`src/rtl/letc_core_limp_arbiter.sv`:
```
// Round-robin arbiter funnelling the L1I/L1D/MMU LIMP requesters onto the single
// downstream LIMP port; the winning request is latched so requesters cannot disturb it.
//
//   state    | meaning
//   ST_IDLE  | no transaction; pick the next requester round-robin from last grant
//   ST_GRANT | captured request presented downstream, waiting for i_mem_ready
module letc_core_limp_arbiter #(
  parameter  int N_REQ  = 3,
  parameter  int ADDR_W = 34,
  parameter  int DATA_W = 32,
  localparam int IDX_W  = (N_REQ > 1) ? $clog2(N_REQ) : 1
) (
  input  logic                      i_clk,
  input  logic                      i_rst_n,
  input  logic [N_REQ-1:0]          i_req_valid,
  output logic [N_REQ-1:0]          o_req_ready,
  input  logic [N_REQ-1:0]          i_req_wen_nren,
  input  logic [2*N_REQ-1:0]        i_req_size,
  input  logic [N_REQ*ADDR_W-1:0]   i_req_addr,
  input  logic [N_REQ*DATA_W-1:0]   i_req_wdata,
  output logic [DATA_W-1:0]         o_req_rdata,
  output logic                      o_req_illegal,
  output logic                      o_mem_valid,
  output logic                      o_mem_wen_nren,
  output logic [1:0]                o_mem_size,
  output logic [ADDR_W-1:0]         o_mem_addr,
  output logic [DATA_W-1:0]         o_mem_wdata,
  input  logic                      i_mem_ready,
  input  logic [DATA_W-1:0]         i_mem_rdata,
  input  logic                      i_mem_illegal,
  output logic [IDX_W-1:0]          o_grant_idx,
  output logic                      o_busy,
  output logic                      o_protocol_err
);

  typedef enum logic {ST_IDLE, ST_GRANT} state_e;

  state_e              state_q, state_d;
  logic [IDX_W-1:0]    grant_q, grant_d;
  logic                wen_q, wen_d;
  logic [1:0]          size_q, size_d;
  logic [ADDR_W-1:0]   addr_q, addr_d;
  logic [DATA_W-1:0]   wdata_q, wdata_d;
  logic                perr_q, perr_d;

  logic [1:0]          size_arr  [N_REQ];
  logic [ADDR_W-1:0]   addr_arr  [N_REQ];
  logic [DATA_W-1:0]   wdata_arr [N_REQ];

  for (genvar g = 0; g < N_REQ; g++) begin : g_unpack
    assign size_arr[g]  = i_req_size[g*2 +: 2];
    assign addr_arr[g]  = i_req_addr[g*ADDR_W +: ADDR_W];
    assign wdata_arr[g] = i_req_wdata[g*DATA_W +: DATA_W];
  end

  // Search starts one past the last grant so every requester gets a turn.
  logic                pick_found;
  logic [IDX_W-1:0]    pick_idx;
  logic [IDX_W-1:0]    cand;

  always_comb begin
    pick_found = 1'b0;
    pick_idx   = grant_q;
    cand       = grant_q;
    for (int k = 1; k <= N_REQ; k++) begin
      cand = IDX_W'((int'(grant_q) + k) % N_REQ);
      if (!pick_found && i_req_valid[cand]) begin
        pick_found = 1'b1;
        pick_idx   = cand;
      end
    end
  end

  always_comb begin
    state_d       = state_q;
    grant_d       = grant_q;
    wen_d         = wen_q;
    size_d        = size_q;
    addr_d        = addr_q;
    wdata_d       = wdata_q;
    perr_d        = perr_q;
    o_req_ready   = '0;
    o_req_rdata   = '0;
    o_req_illegal = 1'b0;
    unique case (state_q)
      ST_IDLE: begin
        if (pick_found) begin
          state_d = ST_GRANT;
          grant_d = pick_idx;
          wen_d   = i_req_wen_nren[pick_idx];
          size_d  = size_arr[pick_idx];
          addr_d  = addr_arr[pick_idx];
          wdata_d = wdata_arr[pick_idx];
        end
      end
      ST_GRANT: begin
        if (!i_req_valid[grant_q]) perr_d = 1'b1;
        if (i_mem_ready) begin
          o_req_ready[grant_q] = 1'b1;
          o_req_rdata          = i_mem_rdata;
          o_req_illegal        = i_mem_illegal;
          state_d              = ST_IDLE;
        end
      end
      default: state_d = ST_IDLE;
    endcase
  end

  always_ff @(posedge i_clk or negedge i_rst_n) begin
    if (!i_rst_n) begin
      state_q <= ST_IDLE;
      grant_q <= IDX_W'(N_REQ - 1);
      wen_q   <= 1'b0;
      size_q  <= '0;
      addr_q  <= '0;
      wdata_q <= '0;
      perr_q  <= 1'b0;
    end else begin
      state_q <= state_d;
      grant_q <= grant_d;
      wen_q   <= wen_d;
      size_q  <= size_d;
      addr_q  <= addr_d;
      wdata_q <= wdata_d;
      perr_q  <= perr_d;
    end
  end

  assign o_busy         = (state_q == ST_GRANT);
  assign o_mem_valid    = o_busy;
  assign o_mem_wen_nren = wen_q;
  assign o_mem_size     = size_q;
  assign o_mem_addr     = addr_q;
  assign o_mem_wdata    = wdata_q;
  assign o_grant_idx    = grant_q;
  assign o_protocol_err = perr_q;

endmodule

```
`config.mk`:
```
export PLATFORM = sky130hd
export DESIGN_NAME = letc_core_limp_arbiter
export DESIGN_NICKNAME = d
export VERILOG_FILES = /design/src/rtl/letc_core_limp_arbiter.sv
export SDC_FILE = /design/constraint.sdc
export NUM_CORES = 1
export LEC_CHECK = 0
export CORE_AREA = 2 2 139 141
export CTS_CLUSTER_DIAMETER = 150
export DETAILED_ROUTE_END_ITERATION = 7
export DIE_AREA = 0 0 141 143
export GPL_ROUTABILITY_DRIVEN = 0
export MAX_ROUTING_LAYER = met4
export REMOVE_ABC_BUFFERS = 1
export SYNTH_ARGS = -nofsm -noshare
export SYNTH_HDL_FRONTEND = slang
export SYNTH_SLANG_ARGS = --single-unit
```
`constraint.sdc`:
```
create_clock -name i_clk -period 7.2 [get_ports i_clk]
set_input_delay 0.72 -clock i_clk [delete_from_list [all_inputs] [get_ports i_clk]]
set_output_delay 0.72 -clock i_clk [all_outputs]
set_load 0.02 [all_outputs]
```
==> summary.md <==
| Metric | Value |
|---|---|
| Outcome | finished, final reports clean |
| Top post-synthesis cells by count | nand2_1, mux2i_1, dfrtp_1, inv_1, o221ai_1 |
| Slew Limit Fails | 0 |
| Synthesized area per cell | 9.494 sq um |
| Top cells by area, synth | dfrtp_1, mux2i_1, o221ai_1 |
| Core area | roughly 19000 sq um |
| Crit path max-delay cell type | or3_2 |
| Post-Syn Instances | 476 |
| Nature of the critical path endpoint | flop |
| Worst hold path class | flop to flop |
| Worst path max stage delay | 0.74 ns |
| Drt drc | 0 |
| Resized Gates After CTS | 0 |
| Synthesis-to-finish area growth | 88.48% |
| PwrDens | roughly 450 nW/um^2 |
| Worst-margin pin slew | between 1 and 1.5 ns |
| Pre-antenna DRT Iters | 4 |
| Vias in the first global route | between 5k and 6k |
| Leakage | 0.003908 uW |
| Clock transition at path regs | roughly 0.060 ns |
| RSZ-0062 raised after global routing | false |
| Final period util | around half |
| Delay-heaviest family, CP | simple AND/OR/NAND/NOR gates |
| Clock root cell | clkbuf_16 |
| Fillers | ~1.8k |
| Final core utilization | approximately 46% |
| 1st-iter DRT viols | between 100 and 150 |
| Share of cells above drive strength 1 | 4.686% |
| Type of origin of the critical path | flop |
| Worst path cell trace | inv_1 > ha_1 > mux2i_1 > o21ai_0 > nor3_1 > a2bb2oi_1 > or3_2 > buf_4 > o221ai_1 |
| H-tree levels | 3 |
| Remaining Overflow, GRT | 0 |
| # rows | 50 |
| Clock tree buffer depth | 2 |
| Worst slew margin | around 33% |
| Gr usage total | between 10% and 20% |
| Synth cell types | 35 |
| Vias | 4891 |
| Arrival time worst endpoint | approximately 3.9 ns |
| Post-synth top area share | 39.87% |
| Num CTS Buffers | 9 |
| Worst hold slack | about 0.46 ns |
| Post-synth EDFFs | 0 |
| Worst Skew | about 0.009 ns |
| Max Clock Freq | between 200 and 300 MHz |
| Min cycle time layout | 3.656 ns |
| Register area share after synthesis | 40.45% |
| Fraction of registers with async set/reset | 100.0% |
| Max_cap viols | 0 |
| Mapped Area | 4519 sq um |
| Crit-path max FO | between 40 and 50 |
| Die width | ~140 um |
| Post-Place Cells | around 1.0k |
| Die Y | ~140 um |
| Final WL | between 15 and 20 mm |
| Crit Path Category | flop to flop |
| Hold-fix buffers at CTS | 0 |
| # IOs | around 360 |
| Initial antenna violation count | 0 |
| Yosys top cell by area | dfrtp_1 |
| Non-Filler Instances | approximately 1.0k |
| Max VDD drop | approximately 0.00031 V |
| DRT antenna net count | 0 |
| Starting Density | between 20% and 30% |
| Flip-flop and latch area | around 1800 sq um |
| Largest net degree at the start of global routing | 74 |
| Worst path bufs/invs | 2 |
| CTS tree | built |
| Setup Fix Bufs, Post-CTS | 0 |
| Setup violators final | 0 |
| Count leader, synth | nand2_1 |
| WP data required | 7.44 ns |
| Via density | about 4.7 |
| Hold Vio Cnt, Final | 0 |
| Worst skew pair latency | 0.33 ns |
| Yosys warns | 0 |
| Post-route setup TNS | 0 ns |
| I/O Buffers | 355 |
| N_diodes | 0 |
| DIE AREA | 20160 sq um |
| Layout Nets | ~1.1k |
| Synth Register Bits | 73 |
| CTS sink cnt | 73 |
| Footprint of the multi-input gates | 2185 sq um |
| Top FF cell, synth | dfrtp_1 |
| First-pass GRT wire length | between 20 and 30 mm |
| WL/cell | about 17 um |
| Post-DP HPWL | 13.32 mm |
[placed cells by master (no fill, tap or decap), types with 9 or more instances in the layout]
master	n
o221ai_2	10
mux2i_1	73
clkdlybuf4s50_1	354
nand2_1	74
clkbuf_16	9
and3_1	36
inv_1	72
o221ai_1	59
dfrtp_1	72
[stage by stage]
| step | instance area, sq um | total power [uW] | setup slack, ns |
|---|---|---|---|
| 2_1_floorplan | 4273 | 2238 | -0.4946 |
| 3_3_place_gp | 8164 | 3319 | 3.460 |
| 3_5_place_dp | 8164 | 3340 | 3.373 |
| 4_1_cts | 8518 | 3890 | 3.502 |
| 5_1_grt | 8518 | 4097 | 3.205 |
| 6_report | 8518 | 3825 | 3.544 |
[worst register-to-register path, cell delays in order, from the launching register on]
cell,delay [ns]
dfstp_2,0.60
inv_1,0.12
ha_1,0.48
mux2i_1,0.27
o21ai_0,0.18
nor3_1,0.30
a2bb2oi_1,0.15
or3_2,0.74
buf_4,0.41
o221ai_1,0.31
[flip-flops by register name (all words and copies together), names as in the netlist]
register        flops
o_grant_idx         2
o_mem_wdata        32
o_mem_addr         34
o_mem_size          2
o_mem_wen_nren      1
o_busy              1
o_protocol_err      1
[worst paths after layout]
path	to	depth (start not counted)	slack, ns	startpoint
worst max register to register	o_mem_addr[22]$_DFFE_PN0P_	9	3.54	o_grant_idx[1]$_DFFE_PN1P_
worst min register to register	o_protocol_err$_DFFE_PN0P_	1	0.46	o_protocol_err$_DFFE_PN0P_
worst max-delay path	o_mem_addr[22]$_DFFE_PN0P_	9	3.54	o_grant_idx[1]$_DFFE_PN1P_
max in group asynchronous	o_mem_wen_nren$_DFFE_PN0P_	1	6.00	i_rst_n
worst min-delay path	o_protocol_err$_DFFE_PN0P_	1	0.46	o_protocol_err$_DFFE_PN0P_
min in group asynchronous	o_mem_addr[29]$_DFFE_PN0P_	1	0.55	i_rst_n
[logic make-up after synthesis]
family | Yosys count | synth area share [%]
buf+inv | 113 | 11.43
mux | 74 | 16.42
simple gates | 123 | 12.54
fa+ha+maj | 5 | 1.384
compound gates | 88 | 17.77
flops | 73 | 40.45
[area by class of cell]
class	instances	area share, %
Clock inverter	6	1.351
Timing Repair Buffer	360	42.13
Clock buffer	10	2.806
Sequential cell	73	21.46
Multi-Input combinational cell	290	25.65
Tap cell	234	3.437
Inverter	72	3.173
[metal layers]
| layer | GRT usage, % | part of all wire [%] | vias up |
|---|---|---|---|
| li1 | - | - | 2345 |
| met1 | 19.22 | 38 | 2277 |
| met2 | 31.17 | 51 | 246 |
| met3 | 5.734 | 8.6 | 23 |
| met4 | 4.895 | 2.0 | 0 |
| met5 | - | 0 | - |
[power breakdown]
part	total [uW]	switching [uW]	internal (uW)	leakage, uW
Sequential	772	140	632	0.000894
Combinational	2520	1360	1160	0.00285
Clock	535	186	349	0.000169
(Power assumes the default switching activity.)
